<file path="config.mk">
export PLATFORM = sky130hd
export DESIGN_NAME = mixer_seq_ctrl
export DESIGN_NICKNAME = d
export VERILOG_FILES = /design/src/rtl/mixer_seq_ctrl.sv
export SDC_FILE = /design/constraint.sdc
export NUM_CORES = 1
export LEC_CHECK = 0
export CAP_MARGIN = 20
export CORE_MARGIN = 1.5
export CORE_UTILIZATION = 51
export DETAILED_ROUTE_END_ITERATION = 16
export PLACE_DENSITY_LB_ADDON = 0.3
export SYNTH_ARGS = -nofsm -noshare
export SYNTH_HDL_FRONTEND = slang
export SYNTH_SLANG_ARGS = --single-unit
</file>
<file path="constraint.sdc">
create_clock -name clk -period 3.5 [get_ports clk]
set_input_delay 1.05 -clock clk [delete_from_list [all_inputs] [get_ports clk]]
set_output_delay 1.05 -clock clk [all_outputs]
set_load 0.02 [all_outputs]
</file>
<file path="src/rtl/mixer_seq_ctrl.sv">
// Run sequencer for one rotary mixer ring: fill A, fill B, pump-mix for N rounds, then drain.
// Outputs are registered, so a new state shows one cycle after its cause; cmd_ready is high only in IDLE.
module mixer_seq_ctrl #(
  parameter int CNT_W     = 8,
  parameter int RND_W     = 6,
  parameter int PHASE_DIV = 4,
  parameter int DRAIN_CYC = 16
) (
  input  logic             clk,
  input  logic             rst,
  input  logic             cmd_valid,
  output logic             cmd_ready,
  input  logic [CNT_W-1:0] cmd_fill_a,
  input  logic [CNT_W-1:0] cmd_fill_b,
  input  logic [RND_W-1:0] cmd_rounds,
  input  logic             abort,
  output logic             valve_in_a,
  output logic             valve_in_b,
  output logic             valve_out,
  output logic             valve_flush,
  output logic [2:0]       pump_phase,
  output logic             busy,
  output logic             done,
  output logic             aborted
);

  localparam int DRN_W = $clog2(DRAIN_CYC + 1);
  localparam int CW    = (CNT_W > DRN_W) ? CNT_W : DRN_W;
  localparam int DIV_W = (PHASE_DIV > 1) ? $clog2(PHASE_DIV) : 1;

  typedef enum logic [2:0] {IDLE, FILL_A, FILL_B, MIX, DRAIN} state_t;

  state_t           state, nxt;
  logic [CW-1:0]    cnt, cnt_nxt;
  logic [DIV_W-1:0] div_cnt, div_nxt;
  logic [2:0]       step, step_nxt;
  logic [RND_W-1:0] rnd_left, rnd_nxt;
  logic [RND_W-1:0] rounds_q, rounds_eff;
  logic [CNT_W-1:0] fill_b_q, fill_b_eff;
  logic             abort_q;
  logic             accept;
  logic             abort_hit;
  logic             mix_last;

  function automatic logic [2:0] pump_pat(input logic [2:0] s);
    case (s)
      3'd0:    pump_pat = 3'b100;
      3'd1:    pump_pat = 3'b110;
      3'd2:    pump_pat = 3'b010;
      3'd3:    pump_pat = 3'b011;
      3'd4:    pump_pat = 3'b001;
      default: pump_pat = 3'b101;
    endcase
  endfunction

  assign accept     = cmd_valid && (state == IDLE);
  assign abort_hit  = abort && (state inside {FILL_A, FILL_B, MIX});
  // On acceptance the latched copies are not loaded yet, so entry loads read the live fields.
  assign fill_b_eff = (state == IDLE) ? cmd_fill_b : fill_b_q;
  assign rounds_eff = (state == IDLE) ? cmd_rounds : rounds_q;
  assign mix_last   = (div_cnt == '0) && (step == 3'd5) && (rnd_left == '0);

  always_comb begin
    nxt      = state;
    cnt_nxt  = cnt;
    div_nxt  = div_cnt;
    step_nxt = step;
    rnd_nxt  = rnd_left;

    case (state)
      IDLE: begin
        if (cmd_valid) begin
          if (cmd_fill_a != '0)      nxt = FILL_A;
          else if (cmd_fill_b != '0) nxt = FILL_B;
          else if (cmd_rounds != '0) nxt = MIX;
          else                       nxt = DRAIN;
        end
      end
      FILL_A: begin
        cnt_nxt = cnt - CW'(1);
        if (abort)              nxt = DRAIN;
        else if (cnt == '0) begin
          if (fill_b_q != '0)      nxt = FILL_B;
          else if (rounds_q != '0) nxt = MIX;
          else                     nxt = DRAIN;
        end
      end
      FILL_B: begin
        cnt_nxt = cnt - CW'(1);
        if (abort)          nxt = DRAIN;
        else if (cnt == '0) nxt = (rounds_q != '0) ? MIX : DRAIN;
      end
      MIX: begin
        if (div_cnt == '0) begin
          div_nxt = DIV_W'(PHASE_DIV - 1);
          if (step == 3'd5) begin
            step_nxt = 3'd0;
            rnd_nxt  = rnd_left - RND_W'(1);
          end else begin
            step_nxt = step + 3'd1;
          end
        end else begin
          div_nxt = div_cnt - DIV_W'(1);
        end
        if (abort || mix_last) nxt = DRAIN;
      end
      DRAIN: begin
        cnt_nxt = cnt - CW'(1);
        if (cnt == '0) nxt = IDLE;
      end
      default: nxt = IDLE;
    endcase

    // Counters are loaded with dwell-1 on entry so the state exits when they reach zero.
    if (nxt != state) begin
      case (nxt)
        FILL_A: cnt_nxt = CW'(cmd_fill_a) - CW'(1);
        FILL_B: cnt_nxt = CW'(fill_b_eff) - CW'(1);
        MIX: begin
          div_nxt  = DIV_W'(PHASE_DIV - 1);
          step_nxt = 3'd0;
          rnd_nxt  = rounds_eff - RND_W'(1);
        end
        DRAIN:   cnt_nxt = CW'(DRAIN_CYC - 1);
        default: cnt_nxt = cnt;
      endcase
    end
  end

  always_ff @(posedge clk) begin
    if (rst) begin
      state       <= IDLE;
      cnt         <= '0;
      div_cnt     <= '0;
      step        <= '0;
      rnd_left    <= '0;
      fill_b_q    <= '0;
      rounds_q    <= '0;
      abort_q     <= 1'b0;
      cmd_ready   <= 1'b1;
      busy        <= 1'b0;
      valve_in_a  <= 1'b0;
      valve_in_b  <= 1'b0;
      valve_out   <= 1'b0;
      valve_flush <= 1'b0;
      pump_phase  <= 3'b000;
      done        <= 1'b0;
      aborted     <= 1'b0;
    end else begin
      state    <= nxt;
      cnt      <= cnt_nxt;
      div_cnt  <= div_nxt;
      step     <= step_nxt;
      rnd_left <= rnd_nxt;

      if (accept) begin
        fill_b_q <= cmd_fill_b;
        rounds_q <= cmd_rounds;
        abort_q  <= 1'b0;
      end else if (abort_hit) begin
        abort_q  <= 1'b1;
      end

      cmd_ready   <= (nxt == IDLE);
      busy        <= (nxt != IDLE);
      valve_in_a  <= (nxt == FILL_A);
      valve_in_b  <= (nxt == FILL_B);
      valve_out   <= (nxt inside {FILL_A, FILL_B, DRAIN});
      valve_flush <= (nxt == DRAIN);
      pump_phase  <= (nxt == MIX) ? pump_pat(step_nxt) : 3'b000;
      done        <= (state == DRAIN) && (nxt == IDLE) && !abort_q;
      aborted     <= (state == DRAIN) && (nxt == IDLE) && abort_q;
    end
  end

endmodule

</file>
# Word level (Yosys, flattened, before mapping)
# Index checks and enable logic that the tools add are counted.
# classes
n_addsub,7
reduce_logical,26
muxes,33
n_shift,0
multipliers,0
n_bitwise,1
order_cmp,0
eq_ne,15
n_div,0
# ops
operator,count
$mux W3,17
$mux W6,6
$pmux W8 S4,1
$pmux W3 S5,2
$mux W8,3
$reduce_bool A8 Y1,3
$sub A8 B1 Y8 const B,3
$eq A3 B2 Y1 const B,6
$eq A3 B3 Y1 const B,4
$reduce_bool A6 Y1,2
$sub A6 B1 Y6 const B,2
$eq A3 B1 Y1 const B,3
$logic_not A3 Y1,3
$reduce_bool A3 Y1,3
$logic_not A8 Y1,1
$mux W2,4
$logic_and A1 B1 Y1,7
$logic_not A6 Y1,1
$ne A5 B1 Y1 const B,1
$reduce_or A2 Y1,2
$add A3 B1 Y3 const B,1
$ne A3 B3 Y1,1
$reduce_or A3 Y1,1
$logic_not A2 Y1,1
4 further kinds,4
# totals
mem_bits_rw,0
output_inout_bits,11
n_memories,0
latchBits,0
register_bits,48
romBits,0

# Longest topological paths before layout
# depth
word_depth,11
mapped_depth,16

# Worst setup path before layout
# Ideal clock, no wire load.
# synth_timing
path_kind,input -> register
start,in cmd_fill_a[3]
end,reg cnt[6]
setup_time_ns,0.139
n_path_buf,1
slack_ns,-0.167
t_arrival_ns,3.528
required_ns,3.361
stages,14
cell_sequence,nor4_2 -> nand3b_1 -> a21o_1 -> a211oi_2 -> nor2b_1 -> buf_2 -> nand3_1 -> o21ai_0 -> ha_1 -> nand2_1 -> xor2_1 -> mux2i_1 -> or2_0 -> o221ai_1
# synth_between
elab_chain_cells,7
# synth_lines
element,line,rtl
"start, declared",13,"input logic [CNT_W-1:0] cmd_fill_a,"
$reduce_bool A8 Y1,73,if (cmd_fill_a != '0) nxt = FILL_A;
$mux W3,73,
$mux W3,72,if (cmd_valid) begin
$pmux W3 S5,70,case (state)
$eq A3 B3 Y1 (tied with other cells),116,case (nxt)
$pmux W8 S4,116,
$mux W8,115,if (nxt != state) begin
"end signal, assigned",151,cnt <= cnt_nxt;
"end, declared",34,"logic [CW-1:0] cnt, cnt_nxt;"
# Several ways; a longest one is shown, not always the timed one.
# A chain may end at the register's enable or synchronous reset.

# Worst setup path after layout
# layout_timing
start,in cmd_fill_a[1]
end,reg cnt[6]
# The elaborated chain is that of the path after synthesis.

==> summary.md <==
| Metric | Value |
|---|---|
| Status | `complete, but fails checks` |
| Failing checks | `setup timing` |
| NumNets Final | `507` |
| Number of global-route vias before repair | `2916` |
| TritonCTS clock tree | `built` |
| Highest attainable clock frequency | `284.2 MHz` |
| Filler cells | `428` |
| DIE WIDTH | `80.31 µm` |
| Htree depth | `2` |
| Final Hold Fails | `0` |
| Post-synth EDFFs | `0` |
| Path depth of the worst reg2reg path | `17` |
| Core footprint | `5642 µm²` |
| Worst-path clk slew | `0.10 ns` |
| First-pass GRT wire length | `13.50 mm` |
| Vias | `3159` |
| Routed len/inst | `15.32 µm` |
| Row cnt | `27` |
| Unique masters post-synth | `63` |
| Most frequent cells in the layout | `nand2_1 (61), buf_4 (60), dfxtp_1 (48), nor2_1 (34), a21oi_1 (32)` |
| Io pins | `37` |
| Reg2reg end | `cnt[6]` |
| Final wirelength | `8.379 mm` |
| Fraction of layout cells with a size suffix above 1 | `19.37%` |
| Port bufs | `36` |
| Worst hold slack | `0.4674 ns` |
| Post-Synthesis Cells | `386` |
| Footprint of the multi-input gates | `2003 µm²` |
| Die H | `80.31 µm` |
| Total negative slack | `-0.01876 ns` |
| YS warnings | `0` |
| Setup Viol. Count Final | `1` |
| Pin count of the biggest net entering global routing | `54` |
| Via density | `5.775` |
| Req. time, crit path | `3.67 ns` |
| Tmin final | `3.519 ns` |
| WHS Endpoint | `done` |
| First-pass DRT Iterations | `5` |
| Critical path class | `input pin to flop` |
| Initial Util | `54.03%` |
| Die Footprint | `6449 µm²` |
| Hold depth | `1` |
| Total CTS buffers | `5` |
| Min-Delay Path Class | `flop to flop` |
| Post-route cell area | `4054 µm²` |
| Crit path max fanout | `5` |
| Max-Cap Viols | `0` |
| Synth Net Count | `419` |
| LEAKAGE | `1.689 nW` |
| Diode count | `0` |
| DRC viols | `0` |
| CTS sink count | `48` |
| Most common library cell in the layout ignoring fill and taps | `nand2_1` |
| Worst-margin pin slew | `0.9392 ns` |
| Final ANT Viol Nets | `0` |
| Clock latency at the later pin of the worst-skew pair | `0.31 ns` |
| CP Launch Type | `input pin` |
| Slew margin rel. | `37.39%` |
| R2r startpoint | `cnt[1]` |
| Register area share after synthesis | `31.53%` |
| Critical Path Sink Type | `flop` |
| Hold Startpoint | `abort_q` |
| Final Max Slew Viols | `0` |
| Total gr overflow | `0` |
| Synth Flop Type | `dfxtp_1` |
| P per Cell Area | `436.1 nW/µm²` |
| R2R Setup Slk | `0.23 ns` |
| Fin Clk Skew | `0.007960 ns` |
| Async set-reset flop share out of synthesis | `0%` |
| Register area | `960.9 µm²` |
| Root Driver | `clkbuf_8` |
| Initial antenna violation count | `0` |
| Post-DP Area | `3845 µm²` |
| Total GRT Usage | `26.62%` |
| Worst path max stage delay | `0.44 ns` |
| Mean Syn Cell Area | `7.896 µm²` |
| Crit path DAT | `3.69 ns` |
| Area growth syn-to-layout | `33.01%` |
| Post-route clock period utilization | `100.5%` |
| Final setup margin | `-0.01876 ns` |
| Critical-path top delay cell | `clkdlybuf4s50_1` |
| Worst-case clock buffer depth | `2` |
| Max VDD drop | `0.2337 mV` |
| #FFs+latches synth | `48` |
| Placer congestion estimate | `0.8683` |
| Worst-path cell chain | `clkdlybuf4s50_1 -> nor3_2 -> nand3b_1 -> a21o_1 -> a211oi_4 -> nor2b_4 -> mux2_4 -> inv_2 -> ha_4 -> nand2_1 -> xor2_1 -> mux2i_1 -> or2_0 -> o221ai_1` |
| Syn Std Cell Area | `3048 µm²` |
| Dpl hpwl | `5.924 mm` |
| Cts hold-fix bufs | `0` |
| Detailed Route Iter0 Violations | `235` |
-- kinds of logic (layout without fill, tap and decap cells) --
group	after synthesis	in the layout	share of synthesized area, %
fa+ha+maj	7	7	2.873
compound gates	80	80	18.76
flops	48	48	31.53
simple gates	174	174	28.41
mux	20	20	6.814
buf+inv	33	122	4.721
xor+xnor	24	24	6.896
-- flip-flops by register name (all words and copies together), names as in the netlist, 2 cells and up --
name	cells
cnt	8
div_cnt	2
fill_b_q	8
pump_phase	3
rnd_left	6
rounds_q	6
state	3
step	3
-- metrics by stage --
step	power, mW	utilization, %	worst slack (ns)	instances
after floorplan	1.093	-	0.03669	386
after global placement	1.310	68.15	-0.3510	532
after detailed placement	1.332	68.15	-0.4950	532
after CTS	1.749	71.04	0.03391	543
after global routing	1.863	71.86	-0.07587	547
final	1.768	71.86	-0.01876	547
-- cell usage after synthesis, types with 2 or more instances --
cell / n / area share (%)
nor2b_1: 6 / 1.2
o21ai_0: 7 / 1.1
a211oi_1: 8 / 2.0
dfxtp_1: 48 / 32
nor2_1: 34 / 4.2
nor3_2: 2 / 0.66
mux2i_1: 17 / 5.6
a21oi_1: 32 / 5.3
buf_6: 2 / 0.74
nor3b_1: 3 / 0.74
xnor2_1: 12 / 3.4
o311ai_1: 2 / 0.57
o21a_1: 2 / 0.49
a21o_1: 2 / 0.49
ha_1: 7 / 2.9
or3_1: 6 / 1.2
o221ai_1: 2 / 0.57
nand2_1: 61 / 7.5
a221oi_2: 2 / 0.99
nand2b_1: 6 / 1.2
a31oi_1: 2 / 0.41
nor3_1: 23 / 3.8
nor4_1: 7 / 1.4
a211o_1: 3 / 0.86
nand4b_1: 2 / 0.57
clkbuf_1: 10 / 1.2
and3_1: 4 / 0.82
nand3_1: 8 / 1.3
or4_1: 2 / 0.49
xor2_1: 12 / 3.4
inv_1: 16 / 2.0
buf_2: 4 / 0.66
a2111oi_0: 2 / 0.57
-- area by class of cell --
cell class	count	share of cell area, %
Multi-Input combinational cell	305	49.41
Sequential cell	48	23.70
Timing Repair Buffer	97	20.25
Tap cell	72	2.222
Clock buffer	5	1.698
Inverter	17	1.574
Clock inverter	3	1.142
-- report_power, final --
| group | internal, mW | leakage (nW) | switching [mW] |
|---|---|---|---|
| logic | 0.321 | 1.24 | 0.374 |
| clock network | 0.215 | 0.0548 | 0.201 |
| registers | 0.602 | 0.392 | 0.0548 |
-- routing by layer --
| metal | track usage (%) | routed length (µm) | part of all wire, % |
|---|---|---|---|
| met3 | 3.523 | 510 | 6.1 |
| met5 | 0 | 0 | 0 |
| met2 | 45.38 | 4067 | 49 |
| met1 | 35.27 | 3725 | 44 |
| met4 | 6.724 | 75 | 0.90 |
-- worst max-delay path: cells and delay by family --
family	cells	cell delay, ns
compound gates	3	0.57
buf+inv	2	0.51
fa+ha+maj	1	0.16
mux	2	0.49
simple gates	5	0.77
xor+xnor	1	0.14
-- timing repair --
action / 4_1_cts / 5_1_grt
endpoints found under the hold margin: 0 / 0
endpoints found under the setup margin: 3 / 2
setup buffers: 3 / 4
pin swaps: 7 / 7
resized for setup: 14 / 5
-- worst max-delay path by stage --
| stage | start | endpoint | slack (ns) | cells past startpoint |
|---|---|---|---|---|
| after floorplan | cmd_fill_a[3] | cnt[6] | 0.04 | 13 |
| after global placement | cmd_fill_a[3] | cnt[6] | -0.35 | 14 |
| after detailed placement | cmd_fill_a[3] | cnt[6] | -0.49 | 14 |
| after CTS | cmd_fill_a[3] | cnt[6] | 0.03 | 14 |
| after global routing | cmd_fill_a[1] | cnt[6] | -0.08 | 14 |
| final | cmd_fill_a[1] | cnt[6] | -0.02 | 14 |
Power figures use the tool's default switching activity.
